$ cat src/rtl/secuenciador_reset.sv
// secuenciador_reset
//
// Reset sequencer. It takes the one-cycle pulse from the push-button
// conditioning stage, and the asynchronous board reset at power-up. From
// these it releases the system reset in stages:
//   1. Core logic is released after HOLD_CYCLES.
//   2. Peripheral logic is released GAP_CYCLES later, and init_start pulses.
//   3. The sequencer waits for init_done from the downstream init FSM and
//      then raises listo.
//
// Optional feature: when the macro SEQ_TIMEOUT_EN is defined, the wait for
// init_done is limited to TIMEOUT_CYCLES. If it expires, error_init and listo
// are both raised. When the macro is undefined, the wait has no limit and
// error_init is tied low.
//
// Ports
//   clk         in   system clock, rising edge
//   rst_n       in   asynchronous active-low reset
//   pulso_rst   in   one-cycle restart request, synchronous to clk
//   init_done   in   level from the init FSM, high = initialisation complete
//   rst_nucleo  out  active-high reset for core logic
//   rst_perif   out  active-high reset for peripheral/driver logic
//   init_start  out  one-cycle pulse that starts the init FSM
//   listo       out  system released and initialised
//   error_init  out  sticky init timeout flag
module secuenciador_reset #(
  parameter int HOLD_CYCLES    = 16,
  parameter int GAP_CYCLES     = 4,
  parameter int TIMEOUT_CYCLES = 1024
) (
  input  logic clk,
  input  logic rst_n,
  input  logic pulso_rst,
  input  logic init_done,
  output logic rst_nucleo,
  output logic rst_perif,
  output logic init_start,
  output logic listo,
  output logic error_init
);

  // Reject illegal parameter values at elaboration time.
  if (HOLD_CYCLES < 1 || GAP_CYCLES < 1 || TIMEOUT_CYCLES < 1) begin : g_param_check
    $error("secuenciador_reset: HOLD_CYCLES, GAP_CYCLES and TIMEOUT_CYCLES must be >= 1");
  end

  localparam int MAX_HG = (HOLD_CYCLES > GAP_CYCLES) ? HOLD_CYCLES : GAP_CYCLES;
`ifdef SEQ_TIMEOUT_EN
  localparam int MAX_CNT = (TIMEOUT_CYCLES > MAX_HG) ? TIMEOUT_CYCLES : MAX_HG;
`else
  localparam int MAX_CNT = MAX_HG;
`endif
  localparam int CNT_W = $clog2(MAX_CNT) + 1;

  localparam logic [CNT_W-1:0] HOLD_LAST = CNT_W'(HOLD_CYCLES - 1);
  localparam logic [CNT_W-1:0] GAP_LAST  = CNT_W'(GAP_CYCLES - 1);
`ifdef SEQ_TIMEOUT_EN
  localparam logic [CNT_W-1:0] TMO_LAST  = CNT_W'(TIMEOUT_CYCLES - 1);
`endif

  typedef enum logic [1:0] {
    HOLD      = 2'd0,
    GAP       = 2'd1,
    INIT_WAIT = 2'd2,
    READY     = 2'd3
  } state_t;

  state_t           state, state_nx;
  logic [CNT_W-1:0] cnt, cnt_nx;
  logic             nucleo_nx, perif_nx, start_nx, listo_nx;
`ifdef SEQ_TIMEOUT_EN
  logic             error_nx;
`endif

  // State and registered outputs
  always_ff @(posedge clk or negedge rst_n) begin
    if (!rst_n) begin
      state      <= HOLD;
      cnt        <= '0;
      rst_nucleo <= 1'b1;
      rst_perif  <= 1'b1;
      init_start <= 1'b0;
      listo      <= 1'b0;
    end else begin
      state      <= state_nx;
      cnt        <= cnt_nx;
      rst_nucleo <= nucleo_nx;
      rst_perif  <= perif_nx;
      init_start <= start_nx;
      listo      <= listo_nx;
    end
  end

`ifdef SEQ_TIMEOUT_EN
  always_ff @(posedge clk or negedge rst_n) begin
    if (!rst_n) begin
      error_init <= 1'b0;
    end else begin
      error_init <= error_nx;
    end
  end
`else
  assign error_init = 1'b0;
`endif

  // Next state and next output values. The restart request is checked
  // before anything else, so it overrides terminal counts and init_done
  // arriving on the same edge.
  always_comb begin
    state_nx  = state;
    cnt_nx    = cnt;
    nucleo_nx = rst_nucleo;
    perif_nx  = rst_perif;
    start_nx  = 1'b0;
    listo_nx  = listo;
`ifdef SEQ_TIMEOUT_EN
    error_nx  = error_init;
`endif

    if (pulso_rst) begin
      state_nx  = HOLD;
      cnt_nx    = '0;
      nucleo_nx = 1'b1;
      perif_nx  = 1'b1;
      listo_nx  = 1'b0;
`ifdef SEQ_TIMEOUT_EN
      error_nx  = 1'b0;
`endif
    end else begin
      unique case (state)
        HOLD: begin
          if (cnt == HOLD_LAST) begin
            nucleo_nx = 1'b0;
            cnt_nx    = '0;
            state_nx  = GAP;
          end else begin
            cnt_nx = cnt + CNT_W'(1);
          end
        end
        GAP: begin
          if (cnt == GAP_LAST) begin
            perif_nx = 1'b0;
            start_nx = 1'b1;
            cnt_nx   = '0;
            state_nx = INIT_WAIT;
          end else begin
            cnt_nx = cnt + CNT_W'(1);
          end
        end
        INIT_WAIT: begin
          // init_done wins over a timeout that expires on the same edge.
          if (init_done) begin
            listo_nx = 1'b1;
            state_nx = READY;
          end
`ifdef SEQ_TIMEOUT_EN
          else if (cnt == TMO_LAST) begin
            listo_nx = 1'b1;
            error_nx = 1'b1;
            state_nx = READY;
          end else begin
            cnt_nx = cnt + CNT_W'(1);
          end
`endif
        end
        READY: begin
          state_nx = READY;
        end
        default: begin
          state_nx = HOLD;
        end
      endcase
    end
  end

endmodule
$ cat config.mk
export PLATFORM = sky130hd
export DESIGN_NAME = secuenciador_reset
export DESIGN_NICKNAME = d
export VERILOG_FILES = /design/src/rtl/secuenciador_reset.sv
export SDC_FILE = /design/constraint.sdc
export NUM_CORES = 1
export LEC_CHECK = 0
export ABC_AREA = 0
export BUFFER_PORTS_ARGS = -buffer_cell sky130_fd_sc_hd__clkbuf_2
export CAP_MARGIN = 20
export CORE_AREA = 10 10 47 49
export DETAILED_ROUTE_END_ITERATION = 8
export DIE_AREA = 0 0 57 59
export PLACE_DENSITY = 0.68
export SLEW_MARGIN = 20
export SYNTH_ARGS = -nofsm -noshare
export SYNTH_HDL_FRONTEND = slang
export SYNTH_SLANG_ARGS = --single-unit
$ cat constraint.sdc
create_clock -name clk -period 2.05 [get_ports clk]
set_input_delay 0.205 -clock clk [delete_from_list [all_inputs] [get_ports clk]]
set_output_delay 0.205 -clock clk [all_outputs]
set_load 0.01 [all_outputs]
After elaboration in Yosys (flattened, before gate mapping)

Cells that the tools add are included.

Logic and storage cells: 48
Input bits: 4
Output and inout port bits: 5
Register bits after elaboration: 11

Equality and inequality tests: 8
Reduce and logical (&&, ||, !) cells: 12
Add/sub/neg operators: 1
Multiplexer cells: 21

Operators with widths:

| cell                                                            | number |
|---|---|
| 5-bit 2-to-1 mux                                                | 3 |
| 1-bit 2-to-1 mux                                                | 12 |
| 2-bit nonzero test                                              | 6 |
| 5-bit one-hot mux with 2 select lines                           | 1 |
| 3-bit inequality test, second input constant                    | 3 |
| 2-bit 2-to-1 mux                                                | 4 |
| 2-bit one-hot mux with 4 select lines                           | 1 |
| 2-bit AND reduction                                             | 3 |
| 5-bit by 1-bit adder with 5-bit output, second input constant   | 1 |
| 5-bit by 2-bit == test with 1-bit output, second input constant | 1 |
| 5-bit by 4-bit == test with 1-bit output, second input constant | 1 |
| 2-bit == test, second input constant                            | 2 |
| 3-bit AND reduction                                             | 1 |
| 3-bit nonzero test                                              | 1 |
| 2-bit by 1-bit == test with 1-bit output, second input constant | 1 |
| 2-bit logical NOT                                               | 1 |

Longest topological paths before layout

Gate-level depths: netlist of run 1.

Depth in word-level cells: 4
Depth in mapped cells: 8

Worst setup path after synthesis of run 1

No wires, ideal clock.

Path type: register to register
Start point: register cnt[0]
End point: register cnt[1]
Arrival time: 1.507 ns
Clock period less this slack: 1.586 ns
Required time: 1.972 ns
Setup slack: 0.464 ns
Buffers on the path: 0
Cell stages (with the launch flop): 9
Path through: dfrtp_1 ha_1 nand3_1 inv_1 ha_1 nor2b_1 a41oi_2 nand3_1 a21oi_1

Longest elaborated chain between the ends: 4

RTL lines:

| item                                                                 | line     | RTL |
|---|---|---|
| start: declaration                                                   | 69       | `logic [CNT_W-1:0] cnt, cnt_nx;` |
| start signal: assignment                                             | 86       | `cnt <= cnt_nx;` |
| 5-bit by 1-bit adder with 5-bit output, or another cell as far along | 137, 147 |  |
| 5-bit 2-to-1 mux (on tied branches)                                  | 141, 132 |  |
| 5-bit one-hot mux with 2 select lines *                              | 130      | `unique case (state)` |
| 5-bit 2-to-1 mux *                                                   | 120      | `if (pulso_rst) begin` |

Every way passes the cells marked *; elsewhere a longest branch is shown, timed or not.
A chain may end at the register's enable or synchronous reset.

Worst setup path in the final report of run 1

Same ends and word-level chain as after synthesis.

==> results of run 1 <==
==> cell usage after synthesis (all sizes together) (2+ instances only) <==
master	instances
nand2	5
a211oi	2
a31oi	2
dfrtp	9
o21ai	3
nor3	2
inv	4
buf	2
ha	3
a21oi	5
nor2	6
nand3	2
nand4	2
nor2b	2
dfstp	2
==> final cells by class <==
class / count / area, um2
Sequential cell: 11 / 277.8
Tap cell: 16 / 20.02
Clock buffer: 4 / 26.28
Multi-Input combinational cell: 41 / 252.7
Inverter: 4 / 15.01
Fill cell: 132 / 764.5
Timing Repair Buffer: 8 / 45.04
==> logic make-up (layout without fill, tap and decap cells) <==
| family | count (synthesis) | count (layout) | share of synthesized area |
|---|---|---|---|
| AND/OR/NAND/NOR | 21 | 21 | 0.1826 |
| AO/OA/AOI/OAI | 15 | 15 | 0.1759 |
| flip-flops | 11 | 11 | 0.4944 |
| buffers and inverters | 7 | 16 | 0.05566 |
| adder cells (fa/ha/maj) | 3 | 3 | 0.06682 |
| other | 1 | 1 | 0.006675 |
| multiplexers | 1 | 1 | 0.01782 |
==> metrics by stage <==
| stage | std cells | power (mW) | area, um2 | util | hold WS, ps |
|---|---|---|---|---|---|
| 2_1_floorplan | 59 | 0.2481 | 561.8 | - | -90.59 |
| 3_3_place_gp | 79 | 0.2570 | 600.6 | 0.4286 | 93.83 |
| 3_5_place_dp | 79 | 0.2575 | 600.6 | 0.4286 | 98.01 |
| 4_1_cts | 84 | 0.4058 | 636.9 | 0.4545 | 221.9 |
| 5_1_grt | 84 | 0.4163 | 636.9 | 0.4545 | 245.1 |
| 6_report | 84 | 0.3979 | 636.9 | 0.4545 | 227.2 |
==> critical path, cell delays in order (launching register included) <==
cell and delay [ps]:
dfrtp_1 420, ha_1 270, nand3_1 130, inv_1 50
ha_1 190, nor2b_1 180, a41oi_2 220, nand3_1 110
a21oi_1 130
==> registers in the layout, indices dropped and copies added (netlist names) <==
name        count
init_start      1
cnt             5
rst_nucleo      1
rst_perif       1
listo           1
state           2
==> power breakdown <==
group	internal (mW)	total (mW)	leakage (nW)	switching [mW]
clock network	0.0752	0.143	0.0150	0.0682
logic	0.0105	0.0261	0.122	0.0156
registers	0.222	0.228	0.144	0.00625
total	0.308	0.398	0.281	0.0901
==> metal layers <==
metal / track usage / vias up / share of wire
li1: - / 222 / -
met1: 0.07636 / 208 / 0.46
met2: 0.1008 / 6 / 0.48
met3: 0.01288 / 4 / 0.022
met4: 0.06040 / 0 / 0.035
met5: 0 / - / 0
==> repair_timing <==
item	4_1_cts	5_1_grt
endpoints found under the hold margin	9	0
gates resized for setup	0	0
hold buffers	1	0
==> worst paths after layout <==
kind	depth (start not counted)	from	slack, ps	endpoint
setup / recovery	8	cnt[0]$_DFFE_PN0P_	270	cnt[1]$_DFFE_PN0P_
hold / removal	3	init_done	230	listo$_DFFE_PN0P_
setup reg to reg	8	cnt[0]$_DFFE_PN0P_	270	cnt[1]$_DFFE_PN0P_
hold reg to reg	2	rst_perif$_DFFE_PN1P_	490	rst_perif$_DFFE_PN1P_
max in group asynchronous	2	rst_n	1440	rst_perif$_DFFE_PN1P_
min in group asynchronous	2	rst_n	340	cnt[4]$_DFFE_PN0P_
==> metrics.txt, run 1 <==
total CTS buffers=3; global route overflow=0; crit-path max FO=5; initial core utilization=0.4009; clock-pin slew on the worst setup and hold paths=70 ps; async set-reset flop share out of synthesis=1.000; FP Rows=14; port buffer count=7; worst-case clock skew=just over 4 ps; fin. max-slew vios=0; Total Wirelength=approximately 1.1 mm; routability congestion estimate=a little over 0.8; drt wl/cell=around 13 um; largest cells by area after synthesis=dfrtp_1, dfstp_2, ha_1, a21oi_1, nand2_1; # setup viols final=0; Syn Inst Count=59; Mapped Nets=66; die height=around 60 um; top_reg_cell synth=dfrtp_1; Core Region=1401 um2; Yosys warning total=0; cell leakage power=0.2814 nW; Vias per Instance=between 5 and 6; number of synthesized flops with an enable pin=0; Crit. End Element=flip-flop; min Tclk post-route=between 1500 and 2000 ps; root buf cell=clkbuf_4; initial drt markers=10; Peak VDD IR=~0.38 mV; final worst slack=269.5 ps; ant diodes=0; Synth cell types=26; drt drc=0; Worst setup SP type=flip-flop; synthesis-to-layout area growth=13.36%; crit path DAT=between 1500 and 2000 ps; Hold Path Class=in2reg; syn avg cell area=about 9.5 um2; most frequent cells in the layout=dfrtp_1, clkbuf_2, nand2_1, nor2_1, a21oi_1; Hold Vio Cnt, Final=0; Num Clock Sinks=11; fmax=around 560 MHz; Clock Latency Late Sink=between 200 and 300 ps; First-pass DRT Iterations=3; Seq/Total Area, Yosys=0.4944; die area=roughly 3400 um2; antenna violations before repair=0; Via Count=440; IO Count=9; RSZ-0062 raised after global routing=false; htree depth=1; Overall Global Routing Usage=0.06617; ratio of cells with drive above 1 in the final layout=0.2059; Synth top area share=0.4009; Post-DRT Antenna Nets=0; Post-CTS Setup Inserts=0; Required @ worst endpoint=roughly 2200 ps; most common cell after layout, fill and taps aside=dfrtp_1; vias in the first global route=around 420; Die Width=between 50 and 60 um; cell taking the most area after synthesis=dfrtp_1; fin nets=76; Final Cycle Share=0.8685; CP Class=reg2reg; Setup TNS=0 ps; global-route wire length before repair=between 1.5 and 2 mm; largest net degree at the start of global routing=16; CTS tree=built; Synth Register Bits=11; CTS max path bufs=2; hpwl dp=between 800 and 900 um; post-synthesis cell area=561.8 um2; dpl ws=~280 ps; pwr/cell area=about 620 nW/um2; # Max-Cap Violations=0; status=finished clean
(Power assumes the default switching activity.)
==> run 2, diff against run 1 <==
--- a/config.mk
+++ b/config.mk
@@ -8,10 +8,12 @@
 export ABC_AREA = 0
 export BUFFER_PORTS_ARGS = -buffer_cell sky130_fd_sc_hd__clkbuf_2
 export CAP_MARGIN = 20
-export CORE_AREA = 10 10 47 49
+export CELL_PAD_IN_SITES_DETAIL_PLACEMENT = 1
+export CELL_PAD_IN_SITES_GLOBAL_PLACEMENT = 2
+export CORE_MARGIN = 10
+export CORE_UTILIZATION = 32
 export DETAILED_ROUTE_END_ITERATION = 8
-export DIE_AREA = 0 0 57 59
-export PLACE_DENSITY = 0.68
+export PLACE_DENSITY = 0.8
 export SLEW_MARGIN = 20
 export SYNTH_ARGS = -nofsm -noshare
 export SYNTH_HDL_FRONTEND = slang
==> constraint.sdc (replaced) <==
create_clock -name clk -period 2.05 [get_ports clk]
set_input_delay 0.1025 -clock clk [delete_from_list [all_inputs] [get_ports clk]]
set_output_delay 0.1025 -clock clk [all_outputs]
set_load 0.01 [all_outputs]
==> metrics.txt, run 2 (same netlist as run 1, synthesis figures left out) <==
status=finished clean; CTS tree=built; highest cell delay on the worst timing path=approximately 420 ps; largest net degree at the start of global routing=16; Num Clock Sinks=11; routability congestion estimate=about 0.7; drt drc=0; ratio of cells with drive above 1 in the final layout=0.2206; antenna violations before repair=0; crit-path max FO=5; Final Cycle Share=0.8701; non-filler cells, final=85; Vias per Instance=~5.1; Total Wirelength=between 1 and 1.5 mm; drt wl/cell=14.18 um; biggest registers after layout=cnt (5), state (2); fmax=~560 MHz; die area=~3800 um2; Worst R2R End=cnt[1]$_DFFE_PN0P_; RR Startpoint=cnt[0]$_DFFE_PN0P_; Crit. End Element=flip-flop; clock-pin slew on the worst setup and hold paths=70 ps; Required @ worst endpoint=2250 ps; pwr/cell area=between 600 and 700 nW/um2; # Max-Cap Violations=0; vias in the first global route=between 400 and 500; register name with the most flops=cnt; # setup viols final=0; Worst setup SP type=flip-flop; crit path DAT=between 1500 and 2000 ps; htree depth=1; CTS-repair resized insts=0; Hold Startpoint=init_done; Clock Latency Late Sink=~270 ps; CP Class=reg2reg; IO Count=9; FP Rows=15; Pwr Total=roughly 0.4 mW; min Tclk post-route=between 1500 and 2000 ps; Setup TNS=0 ps; crit path from=cnt[0]$_DFFE_PN0P_; worst-case reg-to-reg path depth=8; CTS max path bufs=2; most frequent cells in the layout=dfrtp_1, clkbuf_2, nand2_1, nor2_1, a21oi_1; hold_buf cts=1; root buf cell=clkbuf_4; Post-DRT Antenna Nets=0; number of flip-flops under the largest register name=5; cell leakage power=0.2841 nW; global route overflow=0; fillers=between 200 and 250; worst-case clock skew=~0.8 ps; Hold Path Class=in2reg; ant diodes=0; Hold Vio Cnt, Final=0; Post-CTS Setup Inserts=0; Die Width=between 60 and 70 um; total CTS buffers=3; most common cell after layout, fill and taps aside=dfrtp_1; fin. max-slew vios=0; Core Region=about 1700 um2; initial core utilization=0.3326; critical path cell sequence=ha_1, nand3_1, inv_1, ha_1, nor2b_1, a41oi_2, nand3_1, a21oi_1; RSZ-0062 raised after global routing=false; global-route wire length before repair=about 2.1 mm; initial drt markers=1; die height=~62 um; First-pass DRT Iterations=2; Worst setup endpoint=cnt[1]$_DFFE_PN0P_; synthesis-to-layout area growth=13.81%; Overall Global Routing Usage=0.07673; fin nets=76; CP max-delay cell=dfrtp_1; FF-to-FF setup slack=270 ps; Placed Cells=80; port buffer count=7; Via Count=437; Peak VDD IR=~0.38 mV
## run 2: cell types whose count changed in the layout (fill, tap and decap cells not counted), sizes merged
cell / delta
clkbuf: -1
clkinv: +1
## run 2: area by class of cell
class / count / area, um2 / share of cell area
clock buffers: 3 / 22.52 / 0.03523
clock inverters: 1 / 5.005 / 0.007828
inverters: 4 / 15.01 / 0.02348
multi-input cells: 41 / 252.7 / 0.3953
flip-flops and latches: 11 / 277.8 / 0.4344
well taps: 17 / 21.27 / 0.03327
repair buffers: 8 / 45.04 / 0.07045
## run 2: worst max-delay path: cells and delay by family (launching register included)
kind / cells / cell delay (ps)
AO/OA/AOI/OAI: 2 / 350
adder cells (fa/ha/maj): 2 / 460
buffers and inverters: 1 / 50
flip-flops: 1 / 420
AND/OR/NAND/NOR: 3 / 420
## run 2: layer usage
metal | part of all wire | track usage | vias to the layer above
li1 | - | - | 221
met1 | 0.52 | 0.09907 | 204
met2 | 0.41 | 0.1025 | 7
met3 | 0.030 | 0.02439 | 5
met4 | 0.035 | 0.05732 | 0
met5 | 0 | 0 | -
## run 2: worst min path at each step
| stage | to | slack, ps | depth (start not counted) |
|---|---|---|---|
| 2_1_floorplan | cnt[0]$_DFFE_PN0P_ | -190 | 0 |
| 3_3_place_gp | state[1]$_DFFE_PN0P_ | -5 | 1 |
| 3_5_place_dp | state[1]$_DFFE_PN0P_ | -3 | 1 |
| 4_1_cts | listo$_DFFE_PN0P_ | 100 | 3 |
| 5_1_grt | listo$_DFFE_PN0P_ | 130 | 3 |
| 6_report | listo$_DFFE_PN0P_ | 100 | 3 |
## run 2: report_power, final
part           internal, mW  total (mW)  switching, mW
logic                0.0106      0.0271         0.0165
registers             0.222       0.228        0.00656
clock network        0.0724       0.151         0.0784
total                 0.305       0.406          0.101
## run 2: through the flow
step	hold WS (ps)	utilization	setup WS (ps)	cell area, um2
6_report	104.6	0.3785	266.4	639.4
3_5_place_dp	-3.291	0.3563	261.8	601.8
2_1_floorplan	-193.1	-	464.4	561.8
4_1_cts	100.1	0.3785	239.3	639.4
3_3_place_gp	-4.956	0.3563	293.1	601.8
5_1_grt	130.8	0.3785	87.66	639.4
==> run 3, diff against run 2 <==
--- a/config.mk
+++ b/config.mk
@@ -10,10 +10,11 @@
 export CAP_MARGIN = 20
 export CELL_PAD_IN_SITES_DETAIL_PLACEMENT = 1
 export CELL_PAD_IN_SITES_GLOBAL_PLACEMENT = 2
-export CORE_MARGIN = 10
+export CORE_MARGIN = 2
 export CORE_UTILIZATION = 32
 export DETAILED_ROUTE_END_ITERATION = 8
 export PLACE_DENSITY = 0.8
+export RECOVER_POWER = 25
 export SLEW_MARGIN = 20
 export SYNTH_ARGS = -nofsm -noshare
 export SYNTH_HDL_FRONTEND = slang
==> metrics.txt, run 3 (same netlist as run 1, synthesis figures left out) <==
hold depth=3; Overall Global Routing Usage=0.1614; most common cell after layout, fill and taps aside=dfrtp_1; worst-case reg-to-reg path depth=8; synthesis-to-layout area growth=14.03%; die area=2107 um2; initial drt markers=2; die height=45.90 um; min Tclk post-route=between 1500 and 2000 ps; biggest registers after layout=cnt (5), state (2); Vias per Instance=between 5 and 6; Buffers & Inverters on Critical Path=1; Worst setup SP type=flip-flop; global route overflow=0; IO Count=9; fin nets=76; Stages on worst setup path=8; Pwr Total=a little over 0.4 mW; CTS tree=built; crit-path leading delay family=adder cells; largest net degree at the start of global routing=16; hpwl dp=approximately 930 um; highest cell delay on the worst timing path=430 ps; Via Count=roughly 440; Clock Latency Late Sink=270 ps; Total Wirelength=~1.3 mm; CP max-delay cell=dfrtp_1; port buffer count=7; Max-slew headroom=0.5824; worst-case clock skew=between 1.5 and 2 ps; Hold Path Class=in2reg; fmax=between 500 and 600 MHz; antenna violations before repair=0; Die Width=45.90 um; Slew @ Worst Pin=~630 ps; root buf cell=clkbuf_4; RSZ-0062 raised after global routing=false; drt drc=0; # Max-Cap Violations=0; Num Clock Sinks=11; Required @ worst endpoint=2250 ps; number of flip-flops under the largest register name=5; crit path DAT=about 2000 ps; fin. max-slew vios=0; crit-path max FO=5; Setup TNS=0 ps; routability congestion estimate=around 0.74; htree depth=1; status=finished clean; Hold Slack=around 110 ps; Core Region=between 1500 and 2000 um2; First-pass DRT Iterations=2; critical path cell sequence=ha_1, nand3_1, inv_1, ha_1, nor2b_2, a41oi_2, nand3_1, a21oi_1; ant diodes=0; CP Class=reg2reg; most frequent cells in the layout=dfrtp_1, clkbuf_2, nand2_1, nor2_1, a21oi_1; cell leakage power=between 0.2 and 0.3 nW; CTS max path bufs=2; total CTS buffers=3; global-route wire length before repair=between 2 and 2.5 mm; Hold Vio Cnt, Final=0; initial core utilization=0.3326; ratio of cells with drive above 1 in the final layout=0.2206; pwr/cell area=635.9 nW/um2; clock-pin slew on the worst setup and hold paths=roughly 70 ps; Peak VDD IR=approximately 0.45 mV; # setup viols final=0; Post-DRT Antenna Nets=0; FP Rows=15; Crit. End Element=flip-flop; drt wl/cell=approximately 16 um; vias in the first global route=approximately 480; register name with the most flops=cnt; Final Cycle Share=0.8812
[run 3: metrics by stage]
step	std cells	instance area, um2	setup slack [ps]	utilization
detailed placement	80	601.8	223.0	0.3563
finish	85	640.6	243.6	0.3793
CTS	85	639.4	181.9	0.3785
floorplan	59	561.8	464.4	-
global route	85	640.6	60.86	0.3793
global placement	80	601.8	298.9	0.3563
[run 3: layout make-up]
type / instances / area, um2
clock buffers: 3 / 22.52
inverters: 4 / 15.01
well taps: 17 / 21.27
fillers: 215 / 1049
multi-input cells: 41 / 255.2
repair buffers: 8 / 43.79
clock inverters: 1 / 5.005
flip-flops and latches: 11 / 277.8
[run 3: where the power goes]
part | switching, mW | leakage, nW | internal, mW | total [mW]
clock | 0.0790 | 0.0177 | 0.0724 | 0.151
sequential | 0.00711 | 0.144 | 0.222 | 0.229
combinational | 0.0165 | 0.119 | 0.0104 | 0.0269
[run 3: worst paths after layout]
kind                                    endpoint  slack [ps]                   from
max                           cnt[1]$_DFFE_PN0P_         240     cnt[0]$_DFFE_PN0P_
min                            listo$_DFFE_PN0P_         110              init_done
max reg2reg                   cnt[1]$_DFFE_PN0P_         240     cnt[0]$_DFFE_PN0P_
min reg2reg                rst_perif$_DFFE_PN1P_         490  rst_perif$_DFFE_PN1P_
max in group asynchronous     cnt[2]$_DFFE_PN0P_        1270                  rst_n
min in group asynchronous   state[1]$_DFFE_PN0P_         370                  rst_n
[run 3: worst reg2reg max path: stages (launching register included)]
cell,delay [ps]
dfrtp_1,430
ha_1,280
nand3_1,130
inv_1,60
ha_1,190
nor2b_2,190
a41oi_2,230
nand3_1,100
a21oi_1,130
[run 3: what timing repair did]
| action | in CTS | in global routing |
|---|---|---|
| endpoints found under the hold margin | 11 | 0 |
| buffers inserted | 0 | 0 |
| hold buffers | 1 | 0 |
| endpoints found under the setup margin | 0 | 1 |
| gates resized for setup | 0 | 1 |
[run 3: routing by layer]
layer | vias to the layer above | share of wire | GRT usage
met5 | - | 0 | 0
met4 | 0 | 0 | 0.05143
met3 | 0 | 0.035 | 0.05952
met2 | 8 | 0.50 | 0.2583
met1 | 212 | 0.46 | 0.1995
li1 | 223 | - | -
